$ cat src/rtl/note_sequencer.sv
// Note sequencer: classifies PS/2 make codes into length-select, note and flush
// actions, queues notes in a small FIFO and plays them as timed gate pulses.
module note_sequencer #(
    parameter int unsigned TICKS_PER_UNIT = 12500000,
    parameter int unsigned GAP_TICKS      = 1250000,
    parameter int unsigned FIFO_DEPTH     = 4
) (
    input  logic                          clk,
    input  logic                          reset,
    input  logic                          key_valid,
    input  logic [7:0]                    key_code,
    input  logic [2:0]                    mlength,
    output logic                          note_on,
    output logic [2:0]                    note_idx,
    output logic [2:0]                    note_len,
    output logic [2:0]                    length_sel,
    output logic [$clog2(FIFO_DEPTH):0]   fifo_count,
    output logic                          busy,
    output logic                          overflow
);

    localparam int unsigned PTR_W = $clog2(FIFO_DEPTH);
    localparam int unsigned CW    = PTR_W + 1;
    localparam int unsigned DUR_W = $clog2(8 * TICKS_PER_UNIT) + 1;
    localparam int unsigned GAP_W = $clog2(GAP_TICKS + 1);
    localparam int unsigned CNT_W = (DUR_W > GAP_W) ? DUR_W : GAP_W;

    typedef enum logic [1:0] {
        S_IDLE,
        S_PLAY,
        S_GAP
    } state_t;

    typedef struct packed {
        logic [2:0] idx;
        logic [2:0] len;
    } note_t;

    state_t             state_q;
    logic [CNT_W-1:0]   cnt_q;
    logic [CNT_W-1:0]   target_q;
    logic               note_on_q;
    logic [2:0]         note_idx_q;
    logic [2:0]         note_len_q;
    logic [2:0]         length_sel_q;
    logic [CW-1:0]      count_q;
    logic [CW-1:0]      count_d;
    logic [PTR_W-1:0]   rd_ptr_q;
    logic [PTR_W-1:0]   wr_ptr_q;
    logic               busy_q;
    logic               busy_d;
    logic               overflow_q;
    logic               overflow_d;
    note_t              mem [FIFO_DEPTH];

    logic               is_digit;
    logic               is_note;
    logic               is_esc;
    logic [2:0]         key_idx;
    logic               flush;
    logic               push;
    logic               pop;
    logic               play_done;
    logic               gap_done;
    note_t              head;
    logic [31:0]        load_prod;

    // NOTE: every combinational output gets a default first so no latch is inferred.
    always_comb begin
        is_digit = 1'b0;
        is_note  = 1'b0;
        is_esc   = 1'b0;
        key_idx  = 3'd0;
        case (key_code)
            8'h16, 8'h1E, 8'h26, 8'h25,
            8'h2E, 8'h36, 8'h3D, 8'h3E: is_digit = 1'b1;
            8'h1C: begin is_note = 1'b1; key_idx = 3'd0; end
            8'h1B: begin is_note = 1'b1; key_idx = 3'd1; end
            8'h23: begin is_note = 1'b1; key_idx = 3'd2; end
            8'h2B: begin is_note = 1'b1; key_idx = 3'd3; end
            8'h34: begin is_note = 1'b1; key_idx = 3'd4; end
            8'h33: begin is_note = 1'b1; key_idx = 3'd5; end
            8'h3B: begin is_note = 1'b1; key_idx = 3'd6; end
            8'h42: begin is_note = 1'b1; key_idx = 3'd7; end
            8'h76: is_esc = 1'b1;
            default: ;
        endcase
    end

    always_comb begin
        flush      = key_valid && is_esc;
        overflow_d = key_valid && is_note && (count_q == CW'(FIFO_DEPTH));
        push       = key_valid && is_note && (count_q != CW'(FIFO_DEPTH));
        pop        = (state_q == S_IDLE) && (count_q != '0) && !flush;
        play_done  = (state_q == S_PLAY) && (cnt_q == target_q - CNT_W'(1));
        gap_done   = (state_q == S_GAP) && (cnt_q == CNT_W'(GAP_TICKS - 1));
        head       = mem[rd_ptr_q];
        load_prod  = ({29'd0, head.len} + 32'd1) * TICKS_PER_UNIT;
        count_d    = flush ? '0 : count_q + CW'(push) - CW'(pop);
        // Busy is registered from next-state values so it lines up with state and count.
        busy_d     = !flush && ((count_d != '0) || pop || (state_q == S_PLAY)
                                || ((state_q == S_GAP) && !gap_done));
    end

    // NOTE: queue storage has no reset; count and pointers alone define its contents.
    always_ff @(posedge clk) begin
        if (push) begin
            mem[wr_ptr_q] <= '{idx: key_idx, len: length_sel_q};
        end
    end

    // NOTE: all sequential state uses non-blocking assignments.
    always_ff @(posedge clk) begin
        if (reset) begin
            state_q      <= S_IDLE;
            cnt_q        <= '0;
            target_q     <= '0;
            note_on_q    <= 1'b0;
            note_idx_q   <= 3'd0;
            note_len_q   <= 3'd0;
            length_sel_q <= 3'd0;
            count_q      <= '0;
            rd_ptr_q     <= '0;
            wr_ptr_q     <= '0;
            busy_q       <= 1'b0;
            overflow_q   <= 1'b0;
        end else begin
            count_q    <= count_d;
            busy_q     <= busy_d;
            overflow_q <= overflow_d;
            if (key_valid && is_digit) begin
                length_sel_q <= mlength;
            end
            if (push) begin
                wr_ptr_q <= wr_ptr_q + PTR_W'(1);
            end
            if (flush) begin
                state_q   <= S_IDLE;
                note_on_q <= 1'b0;
                cnt_q     <= '0;
                rd_ptr_q  <= '0;
                wr_ptr_q  <= '0;
            end else begin
                case (state_q)
                    S_IDLE: begin
                        if (pop) begin
                            note_idx_q <= head.idx;
                            note_len_q <= head.len;
                            target_q   <= load_prod[CNT_W-1:0];
                            cnt_q      <= '0;
                            note_on_q  <= 1'b1;
                            rd_ptr_q   <= rd_ptr_q + PTR_W'(1);
                            state_q    <= S_PLAY;
                        end
                    end
                    S_PLAY: begin
                        if (play_done) begin
                            note_on_q <= 1'b0;
                            cnt_q     <= '0;
                            state_q   <= S_GAP;
                        end else begin
                            cnt_q <= cnt_q + CNT_W'(1);
                        end
                    end
                    S_GAP: begin
                        if (gap_done) begin
                            cnt_q   <= '0;
                            state_q <= S_IDLE;
                        end else begin
                            cnt_q <= cnt_q + CNT_W'(1);
                        end
                    end
                    default: state_q <= S_IDLE;
                endcase
            end
        end
    end

    assign note_on    = note_on_q;
    assign note_idx   = note_idx_q;
    assign note_len   = note_len_q;
    assign length_sel = length_sel_q;
    assign fifo_count = count_q;
    assign busy       = busy_q;
    assign overflow   = overflow_q;

endmodule

$ cat config.mk
export PLATFORM = sky130hd
export DESIGN_NAME = note_sequencer
export DESIGN_NICKNAME = d
export VERILOG_FILES = /design/src/rtl/note_sequencer.sv
export SDC_FILE = /design/constraint.sdc
export NUM_CORES = 1
export LEC_CHECK = 0
export ABC_AREA = 1
export BUFFER_PORTS_ARGS = -buffer_cell sky130_fd_sc_hd__buf_2
export CAP_MARGIN = 20
export CORE_UTILIZATION = 55
export CTS_BUF_LIST = sky130_fd_sc_hd__clkbuf_8 sky130_fd_sc_hd__clkbuf_16
export DETAILED_ROUTE_END_ITERATION = 10
export PLACE_DENSITY = 0.7
export SETUP_SLACK_MARGIN = 0.05
export SLEW_MARGIN = 20
export SYNTH_ARGS = -nofsm -noshare
export SYNTH_HDL_FRONTEND = slang
export SYNTH_SLANG_ARGS = --single-unit
$ cat constraint.sdc
create_clock -name clk -period 8.15 [get_ports clk]
set_clock_uncertainty 0.05 [all_clocks]
set_input_delay 1.63 -clock clk [delete_from_list [all_inputs] [get_ports clk]]
set_output_delay 1.63 -clock clk [all_outputs]
set_load 0.02 [all_outputs]
==> Implementation_results.wiki, run 1 <==
{| class="wikitable"
! Metric !! Value
|-
| Number of placed instances, taps included || ~1100
|-
| Gp weighted congestion || about 0.87
|-
| Startpoint kind of the worst setup timing path || register
|-
| Register area share after synthesis || 31.6%
|-
| Cell area after synthesis || between 6000 and 7000 um2
|-
| Final Core Density || 60.7%
|-
| CTS buffer count || 9
|-
| Flip-flop and latch count after synthesis || 96
|-
| Clock network fraction of design power || between 10 and 15%
|-
| Setup repair after global routing missed its margin || no
|-
| Result of the run || complete, no violations
|-
| Sequential cell fraction of total power || between 20% and 30%
|-
| Count of final hold-check violations || 0
|-
| Post-DR wirelength/cell || roughly 14 um
|-
| DRT antenna net count || 0
|-
| Endpoint class of the critical path || register
|-
| Cell-internal power || 1.45 mW
|-
| Detailed Routing Iterations Pass 1 || 5
|-
| CP arrival || approximately 5.4 ns
|-
| Count of pins on the block boundary || 29
|-
| Biggest area consumer among synthesized cells || dfxtp_1
|-
| Multi-input combinational cell area || slightly above 4000 um2
|-
| Initial antenna violation count || 0
|-
| Post-layout instance count excluding filler cells || 1117
|-
| Detailed-route wire length || roughly 15 mm
|-
| Number of global-route vias before repair || between 5000 and 6000
|-
| Number of distinct standard cells referenced by the synthesized netlist || 50
|-
| Number of endpoints failing setup at the final stage || 0
|-
| Average footprint of a synthesized cell || 7.29 um2
|-
| Critical path's largest stage delay || 0.72 ns
|-
| Required time reported for the critical path endpoint || 8.37 ns
|-
| Drc violations || 0
|-
| Reported max-cap violation count || 0
|-
| Share of final-layout standard cells stronger than drive strength 1 || between 10 and 15%
|-
| Largest net degree at the start of global routing || between 40 and 50
|-
| CTS tree || done
|-
| Cell row count || 40
|-
| Post-CTS clock slew at the launch and capture registers of the worst setup and hold paths || 0.08 ns
|-
| Core footprint || 12100 um2
|-
| Initial Util || between 50% and 60%
|-
| Synthesized netlist cell count || roughly 940
|-
| Relative contribution of combinational cells to total power || a little over three fifths
|-
| Worst-skew pair later-pin latency || about 0.36 ns
|-
| Part of the cycle the worst path needs || 63.9%
|-
| Min-Delay Path Class || reg2reg
|-
| Actual slew at the worst max-slew pin || 0.887 ns
|-
| Port Buffer Count || 28
|-
| Die Area || 12900 um2
|-
| Number of levels the H-tree was split into || 3
|-
| Fin Hold WS || just over 0.4 ns
|-
| Sum of net half-perimeters after detailed placement || roughly 11 mm
|-
| Area of all placed cells without fillers || 7320 um2
|-
| Height of the chip || between 100 and 150 um
|-
| Sequence of cells on the critical path || inv_1 -> nand2_1 -> nand3_1 -> nand2_1 -> inv_1 -> ha_1 -> xnor2_1 -> fa_1 -> fa_1 -> fa_1 -> inv_1 -> nand3_1 -> nand2_1 -> inv_1 -> o21a_1 -> nor2_1 -> nor2_1 -> nor2_1 -> o21bai_1 -> nand3_1 -> nand3_1 -> nand2_1 -> inv_1
|-
| Count of routing violations after the opening detailed-route iteration || around 370
|-
| Count of buffers added by post-CTS timing repair for setup || 0
|-
| Final setup TNS || 0 ns
|-
| Resize count post-CTS || 0
|-
| FMAX || 192 MHz
|-
| Top area cells in the synthesized netlist || dfxtp_1, nand2_1, edfxtp_1, ha_1, nor2_1
|-
| Number of hold buffers added after CTS || 0
|-
| Ant diodes || 0
|-
| Cell at the root of the clock tree || clkbuf_16
|-
| # nets final || ~1000
|-
| Time the final worst path needs with I/O delays and setup || 5.21 ns
|-
| Routed vias/inst || 5.22
|-
| CP max-delay cell || xnor2_1
|-
| Worst setup slack before clock tree synthesis || between 2 and 3 ns
|-
| Wire length of the first global-routing pass || 25.9 mm
|-
| Sink Count || 96
|-
| Max Fanout on Critical Path || 13
|-
| Instance area after placement || between 7000 and 8000 um2
|-
| Static leakage || around 3.2 nW
|-
| Share of total power consumed by net switching || about half
|-
| Power density normalized to cell area || 402 nW/um2
|-
| Highest ir drop seen on vdd || 342 uV
|-
| Switching power || 1.49 mW
|-
| Setup CP Type || reg2reg
|-
| Cell mode on critical path || inv_1
|-
| Area added between synthesis and finish || 7.16%
|-
| Number of pins exceeding their max-slew limit in the final report || 0
|-
| Total number of vias || around 6000
|-
| Pwr Total || 2.95 mW
|-
| Total area of sequential cells || 2160 um2
|-
| Global routing usage summed across all routing layers || 25.3%
|-
| Count of yosys warnings during synthesis || 0
|-
| Top-area cell type share of the netlist area || a little over a fifth
|-
| Synthesized net count || between 900 and 1000
|-
| Total global routing overflow || 0
|-
| CTS max path bufs || 2
|-
| Fillers || about 1100
|-
| Chip Width || about 110 um
|-
| Slew margin rel. || 40.4%
|-
| Least setup slack across all paths after layout || approximately 2.9 ns
|}
## cells in the final DEF, fill, tap and decap left out, types with 5 or more instances in the layout
cell type	Yosys	routed
ha_1	36	36
fa_1	10	10
nand2_1	197	197
o21ai_0	43	43
nor3_2	8	8
inv_2	12	12
a31oi_1	6	6
dfxtp_1	72	72
nand3_2	12	12
edfxtp_1	24	24
nor2_2	10	10
xor2_1	37	37
inv_1	107	107
xnor2_1	20	20
nand4_1	13	13
nand3b_1	8	8
a21oi_1	46	46
nand3_1	51	51
nor2_1	118	118
buf_2	7	28
clkbuf_16	0	9
nor4_1	5	5
a21oi_2	11	11
nor3_1	17	17
a211oi_1	5	5
## registers in the layout, indices dropped and copies added, names as in the netlist, named ones only
register    count
rd_ptr_q        2
target_q       21
mem            24
note_len        3
wr_ptr_q        2
busy            1
length_sel      3
fifo_count      3
note_idx        3
state_q         2
cnt_q          28
overflow        1
note_on         1
## cell type report
type / instances / share of cell area (%)
Multi-Input combinational cell: 687 / 55.1
Sequential cell: 96 / 29.5
Inverter: 120 / 6.15
Clock buffer: 9 / 3.08
Tap cell: 168 / 2.87
Timing Repair Buffer: 30 / 2.12
Clock inverter: 7 / 1.11
## path summary, 6_finish.rpt
| kind | startpoint | end | slack [ns] | cells after the start |
|---|---|---|---|---|
| worst min-delay path | note_on | note_on | 0.41 | 2 |
| worst max-delay path | register | target_q[24] | 2.94 | 23 |
| worst min register to register | note_on | note_on | 0.41 | 2 |
| worst max register to register | register | target_q[24] | 2.94 | 23 |
## cells by family after synthesis
kind of cell,Yosys count,share of synthesized area (%)
adder cells (fa/ha/maj),46,9.52
AND/OR/NAND/NOR,460,31.6
XOR/XNOR,57,7.31
flip-flops,96,31.6
AO/OA/AOI/OAI,124,10.6
buffers and inverters,154,9.27
## metal layers
metal | routed length (um) | share of wire [%] | up-vias | global-route usage (%)
met4 | 164 | 1.1 | 0 | 8.07
li1 | - | - | 3041 | -
met1 | 7340 | 48 | 2642 | 35.0
met5 | 0 | 0 | - | 0
met3 | 591 | 3.9 | 12 | 3.24
met2 | 7030 | 47 | 133 | 41.2
## power groups by stage
stage                     combinational [mW]  clock, mW  sequential, mW
after detailed placement                1.84          0           0.669
after CTS                               1.86      0.440           0.658
after floorplan                         1.49          0           0.671
after global routing                    2.11      0.461           0.670
after global placement                  1.83          0           0.669
final                                   1.85      0.433           0.658
## synth_stat cells, drive strengths merged
library cell / number
and2: 1
o21bai: 2
o2111ai: 1
or2: 5
o22ai: 1
inv: 119
and3: 1
nand2: 202
clkbuf: 18
a21oi: 57
nor2: 133
ha: 36
nor4: 7
o21a: 1
xor2: 37
nand3: 63
a31oi: 7
xnor2: 20
nand3b: 8
edfxtp: 24
a21o: 4
dfxtp: 72
nor3: 25
o211ai: 1
nand4: 15
a211oi: 5
buf: 16
clkinv: 1
o21ai: 44
o31ai: 1
fa: 10
## worst max-delay path, delay by kind of cell, from the launching register on
family / cells / cell delay (ns)
AND/OR/NAND/NOR: 11 / 1.18
AO/OA/AOI/OAI: 2 / 0.29
XOR/XNOR: 1 / 0.72
flip-flops: 1 / 0.53
adder cells (fa/ha/maj): 4 / 1.82
buffers and inverters: 5 / 0.54
Note: power is estimated with default switching activity, not from simulation.
==> inputs of run 2 (changes only) <==
==> constraint.sdc (replaced) <==
create_clock -name clk -period 5.1 [get_ports clk]
set_clock_uncertainty 0.05 [all_clocks]
set_input_delay 1.02 -clock clk [delete_from_list [all_inputs] [get_ports clk]]
set_output_delay 1.02 -clock clk [all_outputs]
set_load 0.02 [all_outputs]
==> Implementation_results.wiki, run 2 (synthesized netlist as in run 1, its figures left out) <==
{| class="wikitable"
! Metric !! Value
|-
| Core footprint || between 10000 and 15000 um2
|-
| Setup CP Type || reg2reg
|-
| Result of the run || complete, no violations
|-
| Height of the chip || around 110 um
|-
| Routed vias/inst || roughly 5.2
|-
| Static leakage || around 3.2 nW
|-
| Drc violations || 0
|-
| Global routing usage summed across all routing layers || 25.4%
|-
| Final setup TNS || 0 ns
|-
| Startpoint kind of the worst setup timing path || register
|-
| Critical path's largest stage delay || 0.54 ns
|-
| Time the final worst path needs with I/O delays and setup || about 4.4 ns
|-
| FMAX || between 200 and 250 MHz
|-
| Endpoint class of the critical path || register
|-
| Flip-flop count of the largest register after layout || 28
|-
| Number of hold buffers added after CTS || 0
|-
| Resize count post-CTS || 0
|-
| Chip Width || between 100 and 150 um
|-
| Worst-skew pair later-pin latency || 0.35 ns
|-
| Area added between synthesis and finish || 7.45%
|-
| Max Fanout on Critical Path || 13
|-
| Initial Util || approximately 57%
|-
| DR WL met3 || a little under 700 um
|-
| Post-CTS clock slew at the launch and capture registers of the worst setup and hold paths || roughly 0.080 ns
|-
| Number of levels the H-tree was split into || 3
|-
| CTS max path bufs || 2
|-
| Actual slew at the worst max-slew pin || 0.689 ns
|-
| Number of placed instances, taps included || 1103
|-
| Total number of vias || ~5800
|-
| Number of endpoints failing setup at the final stage || 0
|-
| Sequence of cells on the critical path || inv_1 -> nand2_1 -> nand3_1 -> nand2_1 -> inv_1 -> ha_1 -> xnor2_1 -> buf_4 -> fa_1 -> fa_1 -> fa_1 -> inv_1 -> nand3_1 -> nand2_1 -> inv_1 -> o21a_1 -> nor2_1 -> nor2_1 -> nor2_1 -> o21bai_1 -> nand3_1 -> nand3_1 -> nand2_1 -> inv_1
|-
| CP max-delay cell || dfxtp_1
|-
| Required time reported for the critical path endpoint || roughly 5.3 ns
|-
| Final Core Density || approximately three fifths
|-
| Startpoint of the lowest-slack hold path || note_on
|-
| Wire length of the first global-routing pass || roughly 26 mm
|-
| Reported max-cap violation count || 0
|-
| R2R Setup Slk || approximately 0.66 ns
|-
| Leading registers by flop count || cnt_q (28), mem (24), target_q (21)
|-
| Share of final-layout standard cells stronger than drive strength 1 || 12.6%
|-
| Cell row count || 40
|-
| Count of buffers added by post-CTS timing repair for setup || 0
|-
| Power density normalized to cell area || 647 nW/um2
|-
| Initial antenna violation count || 0
|-
| Setup repair after global routing missed its margin || no
|-
| Cell mode on critical path || inv_1
|-
| Post-layout instance count excluding filler cells || 1119
|-
| Min-Delay Path Class || reg2reg
|-
| Post-DR wirelength/cell || 13.6 um
|-
| Part of the cycle the worst path needs || 87.0%
|-
| Instance area after placement || between 7000 and 8000 um2
|-
| CP arrival || 4.65 ns
|-
| CTS tree || done
|-
| Slew margin rel. || between 50% and 60%
|-
| Met2 routed wirelength || between 7 and 8 mm
|-
| Sum of net half-perimeters after detailed placement || between 10 and 15 mm
|-
| Count of routing violations after the opening detailed-route iteration || around 430
|-
| Ant diodes || 0
|-
| Sink Count || between 90 and 100
|-
| Number of pins exceeding their max-slew limit in the final report || 0
|-
| Highest ir drop seen on vdd || 498 uV
|-
| Register with the highest flop count || cnt_q
|-
| Count of pins on the block boundary || 29
|-
| CTS buffer count || 9
|-
| Gp weighted congestion || about 0.9
|-
| Count of final hold-check violations || 0
|-
| Detailed-route wire length || between 15 and 20 mm
|-
| Largest net degree at the start of global routing || 37
|-
| Commonest non-fill, non-tap cell in the layout || nand2_1
|-
| Leading cell types in the layout, fill and taps excluded || nand2_1, nor2_1, inv_1
|-
| Total global routing overflow || 0
|-
| Top metal layer carrying routed signals || met4
|-
| Number of global-route vias before repair || between 5000 and 6000
|-
| Port Buffer Count || 28
|-
| Wire length the detailed router placed on met1 || between 7 and 8 mm
|-
| DRT antenna net count || 0
|-
| Cell at the root of the clock tree || clkbuf_16
|-
| Detailed Routing Iterations Pass 1 || 6
|-
| Die Area || between 10000 and 15000 um2
|-
| Area of all placed cells without fillers || between 7000 and 8000 um2
|-
| # nets final || between 1000 and 1500
|}
[run 2: critical path: cells and delay by family (launching register included)]
family          cells  cell delay [ns]
fa+ha+maj           4             1.65
buf+inv             6             0.68
flops               1             0.54
compound gates      2             0.29
xor+xnor            1             0.15
simple gates       11             0.97
[run 2: per-layer routing]
metal  track usage [%]  vias up
met1              34.9     2626
met4              6.40        0
met2              41.3      121
li1                  -     3043
met5                 0        -
met3              4.57       16
[run 2: cell type report]
cell class / count / area, um2
inverter: 120 / 450
timing repair buffer: 32 / 170
fill: 1158 / 4720
sequential: 96 / 2160
tap: 168 / 210
clock buffer: 9 / 225
clock inverter: 7 / 86.3
multi-input combinational: 687 / 4040
[run 2: metrics by stage]
| stage | setup WS [ns] | hold WS [ns] | total power [mW] |
|---|---|---|---|
| after global routing | 0.222 | 0.419 | 5.24 |
| after floorplan | 0.514 | 0.394 | 3.46 |
| after global placement | 0.798 | 0.404 | 4.04 |
| after detailed placement | 0.641 | 0.403 | 4.07 |
| after CTS | 0.644 | 0.415 | 4.78 |
| final | 0.665 | 0.411 | 4.75 |
[run 2: path summary, 6_finish.rpt]
check	end	cells after the start
max	target_q[24]	24
min	note_on	2
max reg2reg	target_q[24]	24
min reg2reg	note_on	2
[run 2: power breakdown]
| part | internal, mW | switching [mW] |
|---|---|---|
| Combinational | 1.08 | 1.93 |
| Clock | 0.350 | 0.336 |
| Sequential | 0.909 | 0.143 |
==> inputs of run 3 (changes only) <==
--- a/config.mk
+++ b/config.mk
@@ -8,12 +8,13 @@
 export ABC_AREA = 1
 export BUFFER_PORTS_ARGS = -buffer_cell sky130_fd_sc_hd__buf_2
 export CAP_MARGIN = 20
-export CORE_UTILIZATION = 55
+export CORE_UTILIZATION = 50
 export CTS_BUF_LIST = sky130_fd_sc_hd__clkbuf_8 sky130_fd_sc_hd__clkbuf_16
 export DETAILED_ROUTE_END_ITERATION = 10
-export PLACE_DENSITY = 0.7
+export PLACE_DENSITY = 0.65
 export SETUP_SLACK_MARGIN = 0.05
 export SLEW_MARGIN = 20
 export SYNTH_ARGS = -nofsm -noshare
 export SYNTH_HDL_FRONTEND = slang
 export SYNTH_SLANG_ARGS = --single-unit
+export TNS_END_PERCENT = 50
==> constraint.sdc (replaced) <==
create_clock -name clk -period 4.2 [get_ports clk]
set_clock_uncertainty 0.05 [all_clocks]
set_input_delay 0.84 -clock clk [delete_from_list [all_inputs] [get_ports clk]]
set_output_delay 0.84 -clock clk [all_outputs]
set_load 0.02 [all_outputs]
==> Implementation_results.wiki, run 3 (synthesized netlist as in run 1, its figures left out) <==
{| class="wikitable"
! Metric !! Value
|-
| Final setup TNS || 0 ns
|-
| Total area of sequential cells || around 2200 um2
|-
| Routed vias/inst || between 5 and 6
|-
| Final Core Density || 56.4%
|-
| Height of the chip || 119 um
|-
| Endpoint class of the critical path || register
|-
| Number of pins exceeding their max-slew limit in the final report || 0
|-
| Static leakage || 3.31 nW
|-
| Area of all placed cells without fillers || ~7500 um2
|-
| Drc violations || 0
|-
| FMAX || 260 MHz
|-
| Share of final-layout standard cells stronger than drive strength 1 || 15.1%
|-
| Instance area after placement || about 7100 um2
|-
| WP buf/inv || 5
|-
| Core footprint || 13300 um2
|-
| Sequence of cells on the critical path || buf_4 -> nand2_1 -> nand3_1 -> nand2_1 -> inv_1 -> ha_2 -> xnor2_4 -> buf_4 -> fa_2 -> fa_1 -> ha_1 -> nand3_1 -> nand2_2 -> inv_1 -> o21a_1 -> nor2_2 -> nor2_1 -> nor2_1 -> o21bai_1 -> a21o_1 -> nand3_1 -> nand2_1 -> inv_1
|-
| Critical path's largest stage delay || around 0.45 ns
|-
| Detailed Routing Iterations Pass 1 || 6
|-
| Sink Count || 96
|-
| Number of levels the H-tree was split into || 3
|-
| Total number of vias || a little under 6000
|-
| Chip Width || between 100 and 150 um
|-
| CP arrival || between 4 and 5 ns
|-
| CTS buffer count || 9
|-
| Required time reported for the critical path endpoint || around 4.4 ns
|-
| Global routing usage summed across all routing layers || a little under a quarter
|-
| Wire length of the first global-routing pass || about 27 mm
|-
| Count of pins on the block boundary || 29
|-
| Commonest non-fill, non-tap cell in the layout || nand2_1
|-
| Slew margin rel. || around 53%
|-
| Initial antenna violation count || 0
|-
| Count of final hold-check violations || 0
|-
| Leading registers by flop count || cnt_q (28), mem (24), target_q (21)
|-
| Initial Util || between 50 and 60%
|-
| R2R Setup Slk || roughly 0.35 ns
|-
| Highest ir drop seen on vdd || 629 uV
|-
| # nets final || roughly 1000
|-
| Area added between synthesis and finish || 9.74%
|-
| Post-CTS clock slew at the launch and capture registers of the worst setup and hold paths || ~0.080 ns
|-
| Number of endpoints failing setup at the final stage || 0
|-
| Max Fanout on Critical Path || 7
|-
| Sum of net half-perimeters after detailed placement || around 12 mm
|-
| Die Area || roughly 14000 um2
|-
| Register with the highest flop count || cnt_q
|-
| CTS tree || done
|-
| Setup CP Type || reg2reg
|-
| Cell family contributing the most delay on the critical path || adder cells
|-
| Cell row count || 42
|-
| Number of global-route vias before repair || between 5000 and 6000
|-
| Min-Delay Path Class || reg2reg
|-
| Fillers || roughly 1300
|-
| Detailed-route wire length || 15.7 mm
|-
| Part of the cycle the worst path needs || between 90% and 100%
|-
| Gp weighted congestion || 0.876
|-
| CP max-delay cell || fa_1
|-
| Count of routing violations after the opening detailed-route iteration || ~350
|-
| Pwr Total || between 5 and 6 mW
|-
| Cell at the root of the clock tree || clkbuf_16
|-
| Total global routing overflow || 0
|-
| Largest net degree at the start of global routing || 36
|-
| Port Buffer Count || 28
|-
| Ant diodes || 0
|-
| DRT antenna net count || 0
|-
| Leading cell types in the layout, fill and taps excluded || nand2_1, nor2_1, inv_1
|-
| Flip-flop count of the largest register after layout || 28
|-
| Actual slew at the worst max-slew pin || between 0.7 and 0.8 ns
|-
| CTS max path bufs || 2
|-
| Post-DR wirelength/cell || about 14 um
|-
| Worst-skew pair later-pin latency || 0.36 ns
|-
| Result of the run || complete, no violations
|-
| Startpoint kind of the worst setup timing path || register
|-
| Time the final worst path needs with I/O delays and setup || 3.85 ns
|-
| Power density normalized to cell area || about 800 nW/um2
|-
| Setup repair after global routing missed its margin || no
|-
| Reported max-cap violation count || 0
|-
| Multi-input combinational cell area || around 4100 um2
|}
## run 3: layout make-up
class                   count  area share (%)
well taps                 176            2.94
inverters                 120            6.01
repair buffers             44            3.47
multi-input cells         687            54.4
clock inverters             7            1.32
flip-flops and latches     96            28.9
clock buffers               9            3.00
## run 3: per-stage QoR
step / hold slack (ns) / instances / worst slack [ns]
2_1_floorplan: 0.394 / 937 / 0.0706
3_3_place_gp: 0.406 / 1120 / 0.119
3_5_place_dp: 0.401 / 1120 / 0.0336
4_1_cts: 0.420 / 1137 / 0.104
5_1_grt: 0.447 / 1139 / 0.0574
6_report: 0.420 / 1139 / 0.349
## run 3: metal layers
metal / up-vias / part of all wire (%) / global-route usage [%]
met5: - / 0 / 0
met4: 0 / 1.4 / 7.44
met3: 15 / 3.6 / 3.21
met2: 126 / 46 / 38.7
met1: 2686 / 49 / 32.5
li1: 3066 / - / -
## run 3: final timing paths
kind,from,endpoint,cells past startpoint
min reg2reg,note_on,note_on,2
min,note_on,note_on,2
max reg2reg,register,target_q[24],23
max,register,target_q[24],23
## run 3: timing repair
action / in CTS / in global routing
setup endpoints to repair: 1 / 8
resized for setup: 1 / 11
buffers inserted: 1 / 2
hold buffers: 0 / 0
pin swaps: 1 / 2
## run 3: where the power goes
group / internal [mW] / total (mW) / leakage [nW] / switching, mW
logic: 1.40 / 3.83 / 2.32 / 2.43
registers: 1.11 / 1.27 / 0.832 / 0.161
clock network: 0.438 / 0.867 / 0.157 / 0.430
total: 2.94 / 5.96 / 3.31 / 3.02
## run 3: worst register-to-register path, delay by kind of cell (launching register included)
| family | cells | cell delay, ns |
|---|---|---|
| compound gates | 3 | 0.50 |
| simple gates | 10 | 0.78 |
| xor+xnor | 1 | 0.15 |
| fa+ha+maj | 4 | 1.43 |
| flops | 1 | 0.33 |
| buf+inv | 5 | 0.51 |
